$ cat src/rtl/conv_feeder_pkg.sv
// conv_feeder shared definitions: state encoding,
// cfg word field offsets and default data width.
package conv_feeder_pkg;

    localparam int DATA_WIDTH_DEF = 64;
    localparam int CFG_W          = 64;

    localparam int WCFG_LSB = 0;
    localparam int WCFG_MSB = 31;
    localparam int FCFG_LSB = 32;
    localparam int FCFG_MSB = 63;

    typedef logic [2:0] state_t;

    localparam state_t ST_IDLE = 3'd0;
    localparam state_t ST_CFG  = 3'd1;
    localparam state_t ST_ARB  = 3'd2;
    localparam state_t ST_WEI  = 3'd3;
    localparam state_t ST_FTM  = 3'd4;
    localparam state_t ST_DONE = 3'd5;

endpackage

$ cat src/rtl/conv_feeder_burst.sv
// One stream's unit word counter plus the
// source-to-di/we register stage (latency 1).
module conv_feeder_burst
    import conv_feeder_pkg::*;
#(
    parameter int DW   = DATA_WIDTH_DEF,
    parameter int UNIT = 32,
    parameter int CW   = 10
) (
    input  logic          clk,
    input  logic          rst,
    input  logic          en,
    input  logic [DW-1:0] src_data,
    input  logic          src_valid,
    output logic          src_ready,
    output logic          last,
    output logic          we,
    output logic [DW-1:0] di
);

    logic [CW-1:0] cnt_q, cnt_d;
    logic          we_q, we_d;
    logic [DW-1:0] di_q, di_d;
    logic          acc;

    assign src_ready = en;
    assign acc       = en & src_valid;
    assign last      = acc && (cnt_q == CW'(UNIT - 1));
    assign we        = we_q;
    assign di        = di_q;

    // Capture accepted words; counter wraps at the unit end.
    always_comb begin
        cnt_d = cnt_q;
        di_d  = di_q;
        we_d  = acc;
        if (acc) begin
            di_d  = src_data;
            cnt_d = last ? '0 : cnt_q + CW'(1);
        end
    end

    // Counter and output stage registers.
    always_ff @(posedge clk or posedge rst) begin
        if (rst) begin
            cnt_q <= '0;
            we_q  <= 1'b0;
            di_q  <= '0;
        end else begin
            cnt_q <= cnt_d;
            we_q  <= we_d;
            di_q  <= di_d;
        end
    end

endmodule

$ cat src/rtl/conv_feeder.sv
// Conv-unit load transmitter: cfg handshake, then
// unit bursts of weight / feature data onto di.
module conv_feeder
    import conv_feeder_pkg::*;
#(
    parameter int DATA_WIDTH      = DATA_WIDTH_DEF,
    parameter int UNIT_BURSTS_WEI = 32,
    parameter int UNIT_BURSTS_FTM = 1024,
    parameter int B_UNITS         = 16
) (
    input  logic                  clk,
    input  logic                  rst,
    input  logic [CFG_W-1:0]      cmd_cfg,
    input  logic [B_UNITS-1:0]    cmd_n_wei,
    input  logic [B_UNITS-1:0]    cmd_n_ftm,
    input  logic                  cmd_clr,
    input  logic                  cmd_valid,
    output logic                  cmd_ready,
    input  logic [DATA_WIDTH-1:0] wei_data,
    input  logic                  wei_valid,
    output logic                  wei_ready,
    input  logic [DATA_WIDTH-1:0] ftm_data,
    input  logic                  ftm_valid,
    output logic                  ftm_ready,
    output logic [CFG_W-1:0]      cfg_o_data,
    output logic [1:0]            cfg_o_valid,
    input  logic [1:0]            cfg_o_ready,
    output logic                  wb_we,
    output logic                  fb_we,
    output logic                  wb_clr,
    output logic                  fb_clr,
    output logic [DATA_WIDTH-1:0] di,
    input  logic                  wb_full,
    input  logic                  fb_full,
    output logic                  done
);

    localparam int CNT_W = $clog2(UNIT_BURSTS_FTM);

    state_t               state_q, state_d;
    logic [CFG_W-1:0]     cfg_q, cfg_d;
    logic [B_UNITS-1:0]   wrem_q, wrem_d;
    logic [B_UNITS-1:0]   frem_q, frem_d;
    logic [1:0]           sent_q, sent_d;
    logic                 clr_q, clr_d;
    logic                 sel_q, sel_d;

    logic                  wei_en, ftm_en;
    logic                  wei_last, ftm_last;
    logic [DATA_WIDTH-1:0] wei_di, ftm_di;
    logic [1:0]            cfg_hs;
    logic                  accept;

    assign accept = (state_q == ST_IDLE) & cmd_valid;
    assign cfg_hs = cfg_o_valid & cfg_o_ready;

    conv_feeder_burst #(
        .DW   (DATA_WIDTH),
        .UNIT (UNIT_BURSTS_WEI),
        .CW   (CNT_W)
    ) u_wei (
        .clk       (clk),
        .rst       (rst),
        .en        (wei_en),
        .src_data  (wei_data),
        .src_valid (wei_valid),
        .src_ready (wei_ready),
        .last      (wei_last),
        .we        (wb_we),
        .di        (wei_di)
    );

    conv_feeder_burst #(
        .DW   (DATA_WIDTH),
        .UNIT (UNIT_BURSTS_FTM),
        .CW   (CNT_W)
    ) u_ftm (
        .clk       (clk),
        .rst       (rst),
        .en        (ftm_en),
        .src_data  (ftm_data),
        .src_valid (ftm_valid),
        .src_ready (ftm_ready),
        .last      (ftm_last),
        .we        (fb_we),
        .di        (ftm_di)
    );

    // State and command context registers.
    always_ff @(posedge clk or posedge rst) begin
        if (rst) begin
            state_q <= ST_IDLE;
            cfg_q   <= '0;
            wrem_q  <= '0;
            frem_q  <= '0;
            sent_q  <= '0;
            clr_q   <= 1'b0;
            sel_q   <= 1'b0;
        end else begin
            state_q <= state_d;
            cfg_q   <= cfg_d;
            wrem_q  <= wrem_d;
            frem_q  <= frem_d;
            sent_q  <= sent_d;
            clr_q   <= clr_d;
            sel_q   <= sel_d;
        end
    end

    // Next state: weight units win arbitration at each boundary.
    always_comb begin
        state_d = state_q;
        unique case (state_q)
            ST_IDLE: if (cmd_valid) state_d = ST_CFG;
            ST_CFG:  if (&(sent_q | cfg_hs)) state_d = ST_ARB;
            ST_ARB: begin
                if (wrem_q != '0 && !wb_full)      state_d = ST_WEI;
                else if (frem_q != '0 && !fb_full) state_d = ST_FTM;
                else if (wrem_q == '0 && frem_q == '0)
                    state_d = ST_DONE;
            end
            ST_WEI:  if (wei_last) state_d = ST_ARB;
            ST_FTM:  if (ftm_last) state_d = ST_ARB;
            ST_DONE: state_d = ST_IDLE;
            default: state_d = ST_IDLE;
        endcase
    end

    // Command latch, cfg progress, unit remainders, di source.
    always_comb begin
        cfg_d  = cfg_q;
        wrem_d = wrem_q;
        frem_d = frem_q;
        sent_d = sent_q;
        clr_d  = accept & cmd_clr;
        sel_d  = wb_we ? 1'b0 : (fb_we ? 1'b1 : sel_q);
        if (accept) begin
            cfg_d  = {cmd_cfg[FCFG_MSB:FCFG_LSB],
                      cmd_cfg[WCFG_MSB:WCFG_LSB]};
            wrem_d = cmd_n_wei;
            frem_d = cmd_n_ftm;
            sent_d = '0;
        end
        if (state_q == ST_CFG) sent_d = sent_q | cfg_hs;
        if (wei_last && wrem_q != '0) wrem_d = wrem_q - 1'b1;
        if (ftm_last && frem_q != '0) frem_d = frem_q - 1'b1;
    end

    // Outputs decoded from state; di follows the last stream written.
    always_comb begin
        cmd_ready   = (state_q == ST_IDLE);
        cfg_o_valid = (state_q == ST_CFG) ? ~sent_q : 2'b00;
        done        = (state_q == ST_DONE);
        wei_en      = (state_q == ST_WEI);
        ftm_en      = (state_q == ST_FTM);
        cfg_o_data  = cfg_q;
        wb_clr      = clr_q;
        fb_clr      = clr_q;
        di          = (fb_we | (~wb_we & sel_q)) ? ftm_di : wei_di;
    end

endmodule

$ cat config.mk
export PLATFORM = sky130hd
export DESIGN_NAME = conv_feeder
export DESIGN_NICKNAME = d
export VERILOG_FILES = /design/src/rtl/conv_feeder_pkg.sv /design/src/rtl/conv_feeder_burst.sv /design/src/rtl/conv_feeder.sv
export SDC_FILE = /design/constraint.sdc
export NUM_CORES = 1
export LEC_CHECK = 0
export CAP_MARGIN = 20
export CORE_MARGIN = 5
export CORE_UTILIZATION = 50
export CTS_CLUSTER_SIZE = 25
export DETAILED_ROUTE_END_ITERATION = 8
export PLACE_DENSITY = 0.86
export SETUP_SLACK_MARGIN = 0.2
export SYNTH_ARGS = -nofsm -noshare
export SYNTH_HDL_FRONTEND = slang
export SYNTH_SLANG_ARGS = --single-unit
$ cat constraint.sdc
create_clock -name clk -period 20.8 [get_ports clk]
set_input_delay 6.24 -clock clk [delete_from_list [all_inputs] [get_ports clk]]
set_output_delay 6.24 -clock clk [all_outputs]
set_load 0.02 [all_outputs]
Word-level counts from Yosys, hierarchy flattened
Cells that the tools add are included.
{"block": "totals", "elab_cells": 79, "inputBits": 234, "ff_bits": 253, "out_inout_bits": 138}
{"block": "classes", "n_addsub": 4, "muxes": 20, "reduce_logical": 20, "bitwise": 10, "eq_ne": 12}
{"op": "16-bit two-way mux", "n": 4}
{"op": "64-bit two-way mux", "n": 1}
{"op": "16-bit logical NOT", "n": 2}
{"op": "16-bit nonzero test", "n": 2}
{"op": "16-bit by 1-bit subtractor with 16-bit output (second input constant)", "n": 2}
{"op": "3-bit two-way mux", "n": 7}
{"op": "10-bit by 1-bit adder with 10-bit output (second input constant)", "n": 2}
{"op": "10-bit two-way mux", "n": 2}
{"op": "3-bit case mux with 5 select lines", "n": 1}
{"op": "10-bit equality test (second input constant)", "n": 1}
{"op": "10-bit by 5-bit equality test with 1-bit output (second input constant)", "n": 1}
{"op": "2-bit != test (second input constant)", "n": 4}
{"op": "2-bit nonzero test", "n": 4}
{"op": "1-bit logical AND", "n": 7}
{"op": "3-bit by 2-bit equality test with 1-bit output (second input constant)", "n": 2}
{"op": "3-bit equality test (second input constant)", "n": 2}
{"op": "2-bit two-way mux", "n": 3}
{"op": "1-bit bitwise AND", "n": 5}
{"op": "5-bit AND reduction", "n": 1}
{"op": "4-bit != test (second input constant)", "n": 1}
{"op": "3-bit by 1-bit equality test with 1-bit output (second input constant)", "n": 1}
{"op": "3-bit logical NOT", "n": 1}
{"op": "2-bit bitwise AND", "n": 1}
{"op": "1-bit logical NOT", "n": 2}
{"op": "other kinds (6)", "n": 7}

Logic depth before layout (Yosys ltp)
{"block": "depth", "word_depth": 7, "mapped_depth": 8, "depth_no_buf": 7}

Hierarchy
Synthesis repeated with hierarchy kept, for this count alone.
{"block": "unflattened", "cells_unflattened": 1013, "hier_area_um2": 11437.2}
{"module": "conv_feeder", "n_inst": 1, "area_each_um2": 5620.4, "cells_each": 637}
{"module": "conv_feeder_burst (u_ftm)", "n_inst": 1, "area_each_um2": 2930.3, "cells_each": 191}
{"module": "conv_feeder_burst (u_wei)", "n_inst": 1, "area_each_um2": 2886.5, "cells_each": 185}

Worst setup path after synthesis
No wires, ideal clock.
{"block": "synth_path", "kind": "input to register", "start": "input port wei_valid", "end": "register wrem_q[15]", "t_arrival_ns": 7.934, "slack_ns": 12.744, "stages": 6, "cell_sequence": "nand4b_2 > nor4_1 > and2_1 > buf_2 > mux2_2 > o221a_2"}
{"block": "synth_between", "elab_chain_len": 4}
{"item": "start, declared", "line": "conv_feeder.sv:20", "text": "input logic wei_valid,"}
{"item": "1-bit bitwise AND (*)", "line": "conv_feeder_burst.sv:27", "text": "assign acc = en & src_valid;"}
{"item": "1-bit logical AND (*)", "line": "conv_feeder_burst.sv:28", "text": "assign last = acc && (cnt_q == CW'(UNIT - 1));"}
{"item": "1-bit logical AND (*)", "line": "conv_feeder.sv:145", "text": "if (wei_last && wrem_q != '0) wrem_d = wrem_q - 1'b1;"}
{"item": "16-bit two-way mux / 2-bit nonzero test (equally long branches)"}
{"item": "end signal, assigned", "line": "conv_feeder.sv:102", "text": "wrem_q <= wrem_d;"}
{"item": "end, declared", "line": "conv_feeder.sv:42", "text": "logic [B_UNITS-1:0] wrem_q, wrem_d;"}
Every way passes the cells marked *; elsewhere a longest branch is shown, timed or not.
A chain may end at the register's enable or synchronous reset.

Worst setup path in the final report
{"block": "layout_path", "start": "register u_wei.we_q (netlist: u_wei.we)", "end": "output port di[24]"}
{"block": "layout_between", "elab_chain_len": 4}
{"item": "start, declared", "line": "conv_feeder_burst.sv:22", "text": "logic we_q, we_d;"}
{"item": "start signal, assigned", "line": "conv_feeder_burst.sv:51", "text": "we_q <= we_d;"}
{"item": "1-bit inverter", "line": "conv_feeder.sv:159", "text": "di = (fb_we | (~wb_we & sel_q)) ? ftm_di : wei_di;"}
{"item": "1-bit bitwise AND", "line": "conv_feeder.sv:159"}
{"item": "1-bit OR", "line": "conv_feeder.sv:159"}
{"item": "64-bit two-way mux", "line": "conv_feeder.sv:159"}
{"item": "end, declared", "line": "conv_feeder.sv:32", "text": "output logic [DATA_WIDTH-1:0] di,"}
No other way between the ends.

==> flow_metrics.tcl <==
set metrics [dict create \
    outcome "finished, final reports clean" \
    core_area_sq_mm 0.0220 \
    powerDensity_mw_per_mm2 76.9 \
    io_pins 372 \
    numCtsBuffers 27 \
    ys_ff_latch 253 \
    worstReg2RegEnd "frem_q[15]" \
    critPathCaptureType "primary output" \
    post-cts-setup-buffers 0 \
    grt_usage 0.258 \
    hp-class "reg2reg" \
    min_to "sel_q" \
    maxCapViolations 0 \
    drtAntennaViolNets 0 \
    dieHeight_um 160 \
    grt_max_degree 145 \
    io_buffers 371 \
    wl_per_cell_um 17.9 \
    hold_slack_ps 462 \
    routabilityCongestion 0.855 \
    syn_area_per_cell_sq_um 9.06 \
    grt_pass1_wl_mm 54.7 \
    vias 10100 \
    r2r-start "state_q[1]" \
    cellLeakagePower_nw 7.93 \
    ys_seq_area_frac 0.565 \
    cp_data_required_time_ps 14560 \
    routed_wl_mm 33.7 \
    holdBufCountCts 0 \
    fillCellCount 1497 \
    die_area_sq_mm 0.0255 \
    drive_gt1_frac 0.0870 \
    critPathArrivalTime_ps 2980 \
    clk_latency_ps 520 \
    cts_tree "yes" \
    most-common-layout-cells "nand2_1, clkdlybuf4s50_1, dfrtp_1, mux2_2, clkbuf_16" \
    ctsLongestPathBuffers 3 \
    rsz0062_at_grt "false" \
    synth_warnings 0 \
    relSlewSlack 0.340 \
    syn2layout_area_growth_pct 43.5 \
    finalSetupViolCount 0 \
    grt.overflow.total 0 \
    crit_fanout 56 \
    skew_ps 14.7 \
    first_pass_iters 5 \
    num_rows 54 \
    synth_edf_count 0 \
    die_w_um 160 \
    maxSlewViolCount 0 \
    cts_root_buf "clkbuf_16" \
    peakVddDrop_mv 0.0514 \
    synth_nets 1475 \
    cp-start-kind "flop" \
    drt_iter0_drc 758 \
    cts_sinks 253 \
    synthArstFlopShare 1.00 \
    vias_per_cell 5.38 \
    clkTransAtPathRegs_ps 60 \
    antenna_found_initial 3 \
    r2r_slack_ps 17540 \
    hold-path-cell-count 1 \
    fin_crit_ps 9220 \
    initial_core_util 0.510 \
    synthCells 1236 \
    ys.flop_type "dfrtp_1" \
    finalSetupTns_ps 0 \
    fmax_ghz 0.108 \
    dp_hpwl_mm 23.1 \
    r2r_cells 6 \
    cts.repair.resized 0 \
    cts_max_level 1 \
    fin_crit_sh 0.443 \
    hp-start "u_wei.we" \
    netlist_area_sq_mm 0.0112 \
    critical_path_class "reg2out" \
    yosysUniqueCellTypes 57 \
    nets 1820 \
    final_common_cell "nand2_1" \
    grt_pass1_vias 10500 \
    route.detailed.drc 0 \
    tightestPinTransition_ps 990 \
    finalHoldViolCount 0 \
]
-- worst max path at each step --
stage              start             to  slack (ps)  cells after the start
6_report        u_wei.we         di[24]       11580                      5
5_1_grt         u_wei.we         di[19]       11460                      5
4_1_cts         u_wei.we         di[58]       11580                      5
3_5_place_dp   ftm_valid     frem_q[15]       11490                      7
3_3_place_gp   ftm_valid     frem_q[15]       11620                      7
2_1_floorplan        rst  cfg_o_data[0]        7600                      1
-- cells in the mapped netlist (3+ instances only) --
cell      number  area share
dfrtp_1      253        0.57
nand2_1      623        0.21
nand3_1       18      0.0080
nor2_1        19      0.0064
buf_2          3      0.0013
xor2_1         6      0.0047
or4_1          8      0.0054
nand4_1        9      0.0050
clkbuf_1      52       0.017
inv_1         10      0.0034
buf_1          9      0.0030
or2_2          6      0.0034
and3_1         7      0.0039
a21oi_1        9      0.0040
a221o_1        5      0.0045
mux2i_1        3      0.0027
o311ai_0       9      0.0070
ha_1           5      0.0056
xnor2_1        8      0.0063
o21ai_0        8      0.0036
or3_1          9      0.0050
nor3_1        16      0.0072
o211ai_1      18       0.012
mux2_2        67       0.067
nor4_1        14      0.0078
-- worst max-delay path, cell delays in order, from the launching register on --
cell and delay [ps]:
dfrtp_1 370, inv_1 70, a21oi_4 290, buf_4 680, mux2_2 410, clkdlybuf4s50_1 590
-- cell type report --
class,count,area (sq um),share of cell area
antenna,1,2.50,0.000156
clock buffer,38,797,0.0496
clock inverter,8,140,0.00872
inverter,12,52.6,0.00327
multi-input combinational,906,4610,0.287
sequential,253,6330,0.394
tap,280,350,0.0218
timing repair buffer,381,3790,0.236
-- where the power goes --
group | switching (mW) | internal (mW)
combinational | 0.0927 | 0.102
clock | 0.192 | 0.313
sequential | 0.0180 | 0.518
total | 0.303 | 0.933
-- routing by layer --
metal,GRT usage,vias up,wire length [um]
met5,0,-,25
met4,0.0848,4,1190
met3,0.0825,75,3300
met2,0.429,399,16100
met1,0.324,4891,13100
li1,-,4734,-
-- per-stage QoR --
step	instances	worst slack, ps	power (mW)	utilization	instance area, sq um
after global routing	1879	11460	1.29	0.732	16100
after CTS	1878	11580	1.24	0.732	16100
after global placement	1832	11620	0.733	0.689	15100
after floorplan	1236	7600	0.633	-	11200
after detailed placement	1832	11490	0.738	0.689	15100
final	1879	11580	1.24	0.732	16100
-- logic make-up after synthesis --
| logic type | share of synthesized area |
|---|---|
| AND/OR/NAND/NOR | 0.275 |
| flip-flops | 0.565 |
| buffers and inverters | 0.0265 |
| AO/OA/AOI/OAI | 0.0469 |
| multiplexers | 0.0701 |
| XOR/XNOR | 0.0109 |
| adder cells (fa/ha/maj) | 0.00559 |
-- sequential cells by signal, indices dropped and copies added, names as in the netlist, 2 cells and up --
register / cells
u_ftm.di: 64
cfg_o_data: 64
state_q: 3
frem_q: 16
u_wei.di: 64
u_ftm.cnt_q: 10
wrem_q: 16
sent_q: 2
u_wei.cnt_q: 10
No activity file was read; power rests on OpenSTA's default activity.
